<file path="config.mk">
export PLATFORM = sky130hd
export DESIGN_NAME = serial_code_sender
export DESIGN_NICKNAME = d
export VERILOG_FILES = /design/src/rtl/serial_code_sender.sv
export SDC_FILE = /design/constraint.sdc
export NUM_CORES = 1
export LEC_CHECK = 0
export ABC_AREA = 0
export BUFFER_PORTS_ARGS = -buffer_cell sky130_fd_sc_hd__buf_2
export CAP_MARGIN = 20
export CORE_ASPECT_RATIO = 0.75
export CORE_MARGIN = 10
export CORE_UTILIZATION = 35
export CTS_CLUSTER_SIZE = 25
export DETAILED_ROUTE_END_ITERATION = 6
export PLACE_DENSITY = 0.63
export RECOVER_POWER = 50
export SLEW_MARGIN = 5
export SYNTH_ARGS = -nofsm -noshare
export SYNTH_HDL_FRONTEND = slang
export SYNTH_SLANG_ARGS = --single-unit
</file>
<file path="constraint.sdc">
create_clock -name clk -period 3.55 [get_ports clk]
set_input_delay 0.71 -clock clk [delete_from_list [all_inputs] [get_ports clk]]
set_output_delay 0.71 -clock clk [all_outputs]
set_load 0.02 [all_outputs]
</file>
<file path="src/rtl/serial_code_sender.sv">
// Transmitter for the serial unlock interface: shifts a code word out MSB-first
// over a valid/ready handshake, then waits for the lock's verdict or a timeout.
//
// state  | meaning
// IDLE   | waiting for start; result flags hold the last verdict
// SEND   | presenting code bits, one per valid&&ready edge
// WAIT   | code fully sent, waiting for unlock / pwd_incorrect / timeout
// DONE   | one-cycle done pulse, then back to IDLE
module serial_code_sender #(
    parameter int CODE_WIDTH     = 4,
    parameter int RESULT_TIMEOUT = 8
) (
    input  logic                  clk,
    input  logic                  reset_n,
    input  logic                  start,
    input  logic [CODE_WIDTH-1:0] code_in,
    output logic                  busy,
    output logic                  done,
    output logic                  result_pass,
    output logic                  result_fail,
    output logic                  result_timeout,
    output logic                  serial_data,
    output logic                  serial_valid,
    input  logic                  serial_ready,
    input  logic                  unlock,
    input  logic                  pwd_incorrect
);

    localparam int BCW = $clog2(CODE_WIDTH + 1);
    localparam int TCW = $clog2(RESULT_TIMEOUT + 1);
    localparam logic [BCW-1:0] LAST_BIT = BCW'(CODE_WIDTH - 1);
    localparam logic [TCW-1:0] TMO_LAST = TCW'(RESULT_TIMEOUT - 1);

    typedef enum logic [1:0] {
        S_IDLE = 2'd0,
        S_SEND = 2'd1,
        S_WAIT = 2'd2,
        S_DONE = 2'd3
    } state_t;

    state_t                state_q, state_d;
    logic [CODE_WIDTH-1:0] shift_q, shift_d;
    logic [BCW-1:0]        bit_cnt_q, bit_cnt_d;
    logic [TCW-1:0]        tmo_cnt_q, tmo_cnt_d;
    logic                  busy_q, busy_d;
    logic                  done_q, done_d;
    logic                  valid_q, valid_d;
    logic                  data_q, data_d;
    logic                  pass_q, pass_d;
    logic                  fail_q, fail_d;
    logic                  tmo_q, tmo_d;

    logic xfer;
    logic last_bit;
    logic tmo_hit;

    // An early rejection pre-empts the bit that would otherwise transfer.
    assign xfer     = (state_q == S_SEND) && valid_q && serial_ready && !pwd_incorrect;
    assign last_bit = (bit_cnt_q == LAST_BIT);
    assign tmo_hit  = (tmo_cnt_q == TMO_LAST);

    always_ff @(posedge clk or negedge reset_n) begin
        if (!reset_n) begin
            state_q   <= S_IDLE;
            shift_q   <= '0;
            bit_cnt_q <= '0;
            tmo_cnt_q <= '0;
            busy_q    <= 1'b0;
            done_q    <= 1'b0;
            valid_q   <= 1'b0;
            data_q    <= 1'b0;
            pass_q    <= 1'b0;
            fail_q    <= 1'b0;
            tmo_q     <= 1'b0;
        end else begin
            state_q   <= state_d;
            shift_q   <= shift_d;
            bit_cnt_q <= bit_cnt_d;
            tmo_cnt_q <= tmo_cnt_d;
            busy_q    <= busy_d;
            done_q    <= done_d;
            valid_q   <= valid_d;
            data_q    <= data_d;
            pass_q    <= pass_d;
            fail_q    <= fail_d;
            tmo_q     <= tmo_d;
        end
    end

    always_comb begin
        state_d = state_q;
        case (state_q)
            S_IDLE: if (start) state_d = S_SEND;
            S_SEND: begin
                if (pwd_incorrect)        state_d = S_DONE;
                else if (xfer && last_bit) state_d = S_WAIT;
            end
            S_WAIT: if (pwd_incorrect || unlock || tmo_hit) state_d = S_DONE;
            S_DONE: state_d = S_IDLE;
            default: state_d = S_IDLE;
        endcase
    end

    always_comb begin
        shift_d   = shift_q;
        bit_cnt_d = bit_cnt_q;
        tmo_cnt_d = tmo_cnt_q;
        pass_d    = pass_q;
        fail_d    = fail_q;
        tmo_d     = tmo_q;
        case (state_q)
            S_IDLE: begin
                if (start) begin
                    shift_d   = code_in;
                    bit_cnt_d = '0;
                    pass_d    = 1'b0;
                    fail_d    = 1'b0;
                    tmo_d     = 1'b0;
                end
            end
            S_SEND: begin
                if (pwd_incorrect) begin
                    fail_d = 1'b1;
                end else if (xfer) begin
                    shift_d   = shift_q << 1;
                    bit_cnt_d = bit_cnt_q + BCW'(1);
                    if (last_bit) tmo_cnt_d = '0;
                end
            end
            S_WAIT: begin
                // pwd_incorrect outranks unlock when both arrive together.
                if (pwd_incorrect)  fail_d    = 1'b1;
                else if (unlock)    pass_d    = 1'b1;
                else if (tmo_hit)   tmo_d     = 1'b1;
                else                tmo_cnt_d = tmo_cnt_q + TCW'(1);
            end
            default: ;
        endcase

        busy_d  = (state_d != S_IDLE);
        done_d  = (state_d == S_DONE);
        valid_d = (state_d == S_SEND);
        data_d  = valid_d ? shift_d[CODE_WIDTH-1] : 1'b0;
    end

    assign busy           = busy_q;
    assign done           = done_q;
    assign serial_valid   = valid_q;
    assign serial_data    = data_q;
    assign result_pass    = pass_q;
    assign result_fail    = fail_q;
    assign result_timeout = tmo_q;

endmodule

</file>
==> out/results.ini <==
[run_status]
status = completed

[clock_tree]
clockBufferDepth = 2
cts_max_level = 1
holdBufCountCts = 0
cts_buffers = 3
clockRootBuffer = clkbuf_8
cts_sinks = 20
cts_tree = yes
clk_pin_slew_ns = 0.08
postCtsSetupRepairBufs = 0
clock_latency_ns = 0.27
cts-resized-gates = 0

[finish]
final_nets = 142
drive_gt1_share_pct = 20.8
final_core_util_pct = 42.6
fillers = 286
multiInputGateArea_um2 = 537
antenna_cells = 0
regArea_um2 = 500
area_delta_synth_final_pct = 15.5

[power]
comb_power_share_pct = 41.5
clkPwrFrac_pct = 23.4
intPower_uw = 603
leakagePower_nw = 0.570
switchingPower_uw = 378
powerDensity_mw_per_mm2 = 780
p_seq_share_pct = 35.0
total_power_uw = 982
switching_share_pct = 38.5
ir_drop_mv = 0.337

[global_route]
globalRouteMet3Util_pct = 2.85
antenna_found_initial = 0
groute.layer.met2.usage_pct = 11.6
grt_max_degree = 21
grt_pass1_wl_mm = 3.61
gr-total-overflow = 0
busiest_layer = met2
globalRouteMet1Util_pct = 9.57
first_global_vias = 759
grt_usage_pct = 7.81

[route]
dr.pass1.iters = 4
first_iter_violations = 56
wl_per_cell_um = 13.5
vias_per_cell = 5.03
routed_wl_mm = 2.21
vias = 820
antenna_left = 0
drcViolationCount = 0

[yosys]
yosysWarnings = 0
avgSynthCellArea_um2 = 10.1
ys_ff_latch = 20
synth.area.top_cells = dfrtp_1 46%, ha_1 6.9%, nand2_1 5.9%
synth_top_area_cell = dfrtp_1
postSynth.asyncResetShare_pct = 100
syn-num-nets = 124
yosys-top-cells-count = 20 x dfrtp_1, 17 x nand2_1, 8 x o21ai_0, 7 x a21oi_1
synthDistinctLibCells = 31
synth_edf_count = 0
yosysTopAreaCellShare_pct = 45.9
ys_seq_area_share_pct = 45.9
netlist_area_mm2 = 0.00109
synthCells = 108
synth_flop_cell = dfrtp_1
yosysMostFrequentCell = dfrtp_1

[timing]
slew_violations = 0
clock_skew_ns = 0.00454
holdWs_ns = 0.486
finalHoldViolCount = 0
max-slew-margin-rel_pct = 28.1
period_needed_ns = 2.01
rsz0062_at_grt = no
setup_viol = 0
worst_slew_pin_slew_ns = 1.08
timing.fmax_mhz = 499
tns_ns = 0
setup_slack_ns = 1.54
period_share_pct = 56.5

[worst_setup_path]
cp-start-kind = register
end_kind = register
path_max_fanout = 15
arrival_ns = 2.16
path_class = register to register
worstPathRequired_ns = 3.71

[die]
initial_core_util_pct = 36.9
die_h_um = 68.3
dieArea_mm2 = 0.00577
placementRows = 17
pin_count = 17
core-area_mm2 = 0.00296
die_w_um = 84.4

[placed_design]
place_hpwl_mm = 1.66
gp_congestion = 0.739
portBuffers = 16
dpl_worst_slack_ns = 1.56

[job]
cap_viol_max_count = 0

[hold_path]
hold_class = register to register

[sequential cells by signal, indices dropped and copies added (netlist names), 2 cells and up]
name       count
bit_cnt_q      3
shift_q        4
state_q        2
tmo_cnt_q      4
[worst max-delay path: stages (launching register included)]
cell	delay, ns
dfrtp_1	0.39
inv_1	0.08
ha_1	0.38
a21o_2	0.28
a211oi_2	0.43
nand2_1	0.09
a22o_1	0.24
[path summary, 6_finish.rpt]
path | from | endpoint | slack (ns) | cells after the start
min | shift_q[3] | shift_q[3] | 0.49 | 2
max reg2reg | state_q[0] | tmo_cnt_q[3] | 1.54 | 6
max in group asynchronous | reset_n | shift_q[0] | 2.29 | 1
min reg2reg | shift_q[3] | shift_q[3] | 0.49 | 2
min in group asynchronous | reset_n | tmo_cnt_q[1] | 0.61 | 1
max | state_q[0] | tmo_cnt_q[3] | 1.54 | 6
[cell families (layout without fill, tap and decap cells)]
group	count (synthesis)	in the layout	synth area share (%)
adders and majority gates	6	6	6.89
AOI/OAI and AO/OA	28	28	19.4
DFF	20	20	45.9
and+or+nand+nor	41	41	19.3
buffers and inverters	9	26	4.82
muxes	4	4	3.67
[cells in the final DEF (no fill, tap or decap)]
cell type,Yosys,final
nand2_1,17,17
a32oi_1,3,3
a211oi_2,2,2
buf_4,0,1
nor2b_1,1,1
nor3b_1,1,1
nand3_1,6,6
clkbuf_8,1,3
o21ai_0,8,8
o22a_2,1,1
o32a_2,1,1
o22ai_1,1,1
nor4b_1,2,2
a21o_2,1,1
nand4b_1,1,1
a2111oi_4,1,1
nor3_1,2,2
dfrtp_1,20,20
a31oi_1,2,2
mux2i_1,4,4
nor2_2,1,1
ha_1,6,6
clkbuf_1,1,3
nand2b_1,3,3
inv_1,5,5
bufinv_16,0,1
nor2_1,5,5
a22o_1,1,1
and4b_4,1,1
and3b_1,1,1
a21oi_1,7,7
buf_2,1,13
[through the flow]
step,cell area (um2),instances
6_report,1260,163
5_1_grt,1260,163
4_1_cts,1260,163
3_5_place_dp,1190,159
3_3_place_gp,1190,159
2_1_floorplan,1090,108
[power by group through the flow]
| stage | clock, mW | combinational (mW) | sequential (mW) |
|---|---|---|---|
| floorplan | 0 | 0.290 | 0.374 |
| global placement | 0 | 0.406 | 0.345 |
| detailed placement | 0 | 0.417 | 0.347 |
| CTS | 0.234 | 0.418 | 0.344 |
| global route | 0.242 | 0.463 | 0.354 |
| finish | 0.230 | 0.408 | 0.344 |
[final cells by class]
cell class / count / share of cell area (%)
multi-input cells: 79 / 42.6
clock inverters: 1 / 2.39
well taps: 38 / 3.78
inverters: 5 / 1.49
clock buffers: 3 / 3.28
flip-flops and latches: 20 / 39.8
repair buffers: 17 / 6.66
[metal layers]
| metal | vias up | share of wire [%] |
|---|---|---|
| li1 | 428 | - |
| met1 | 372 | 50 |
| met2 | 16 | 43 |
| met3 | 4 | 3.3 |
| met4 | 0 | 3.0 |
| met5 | - | 0 |
(Power assumes the default switching activity.)
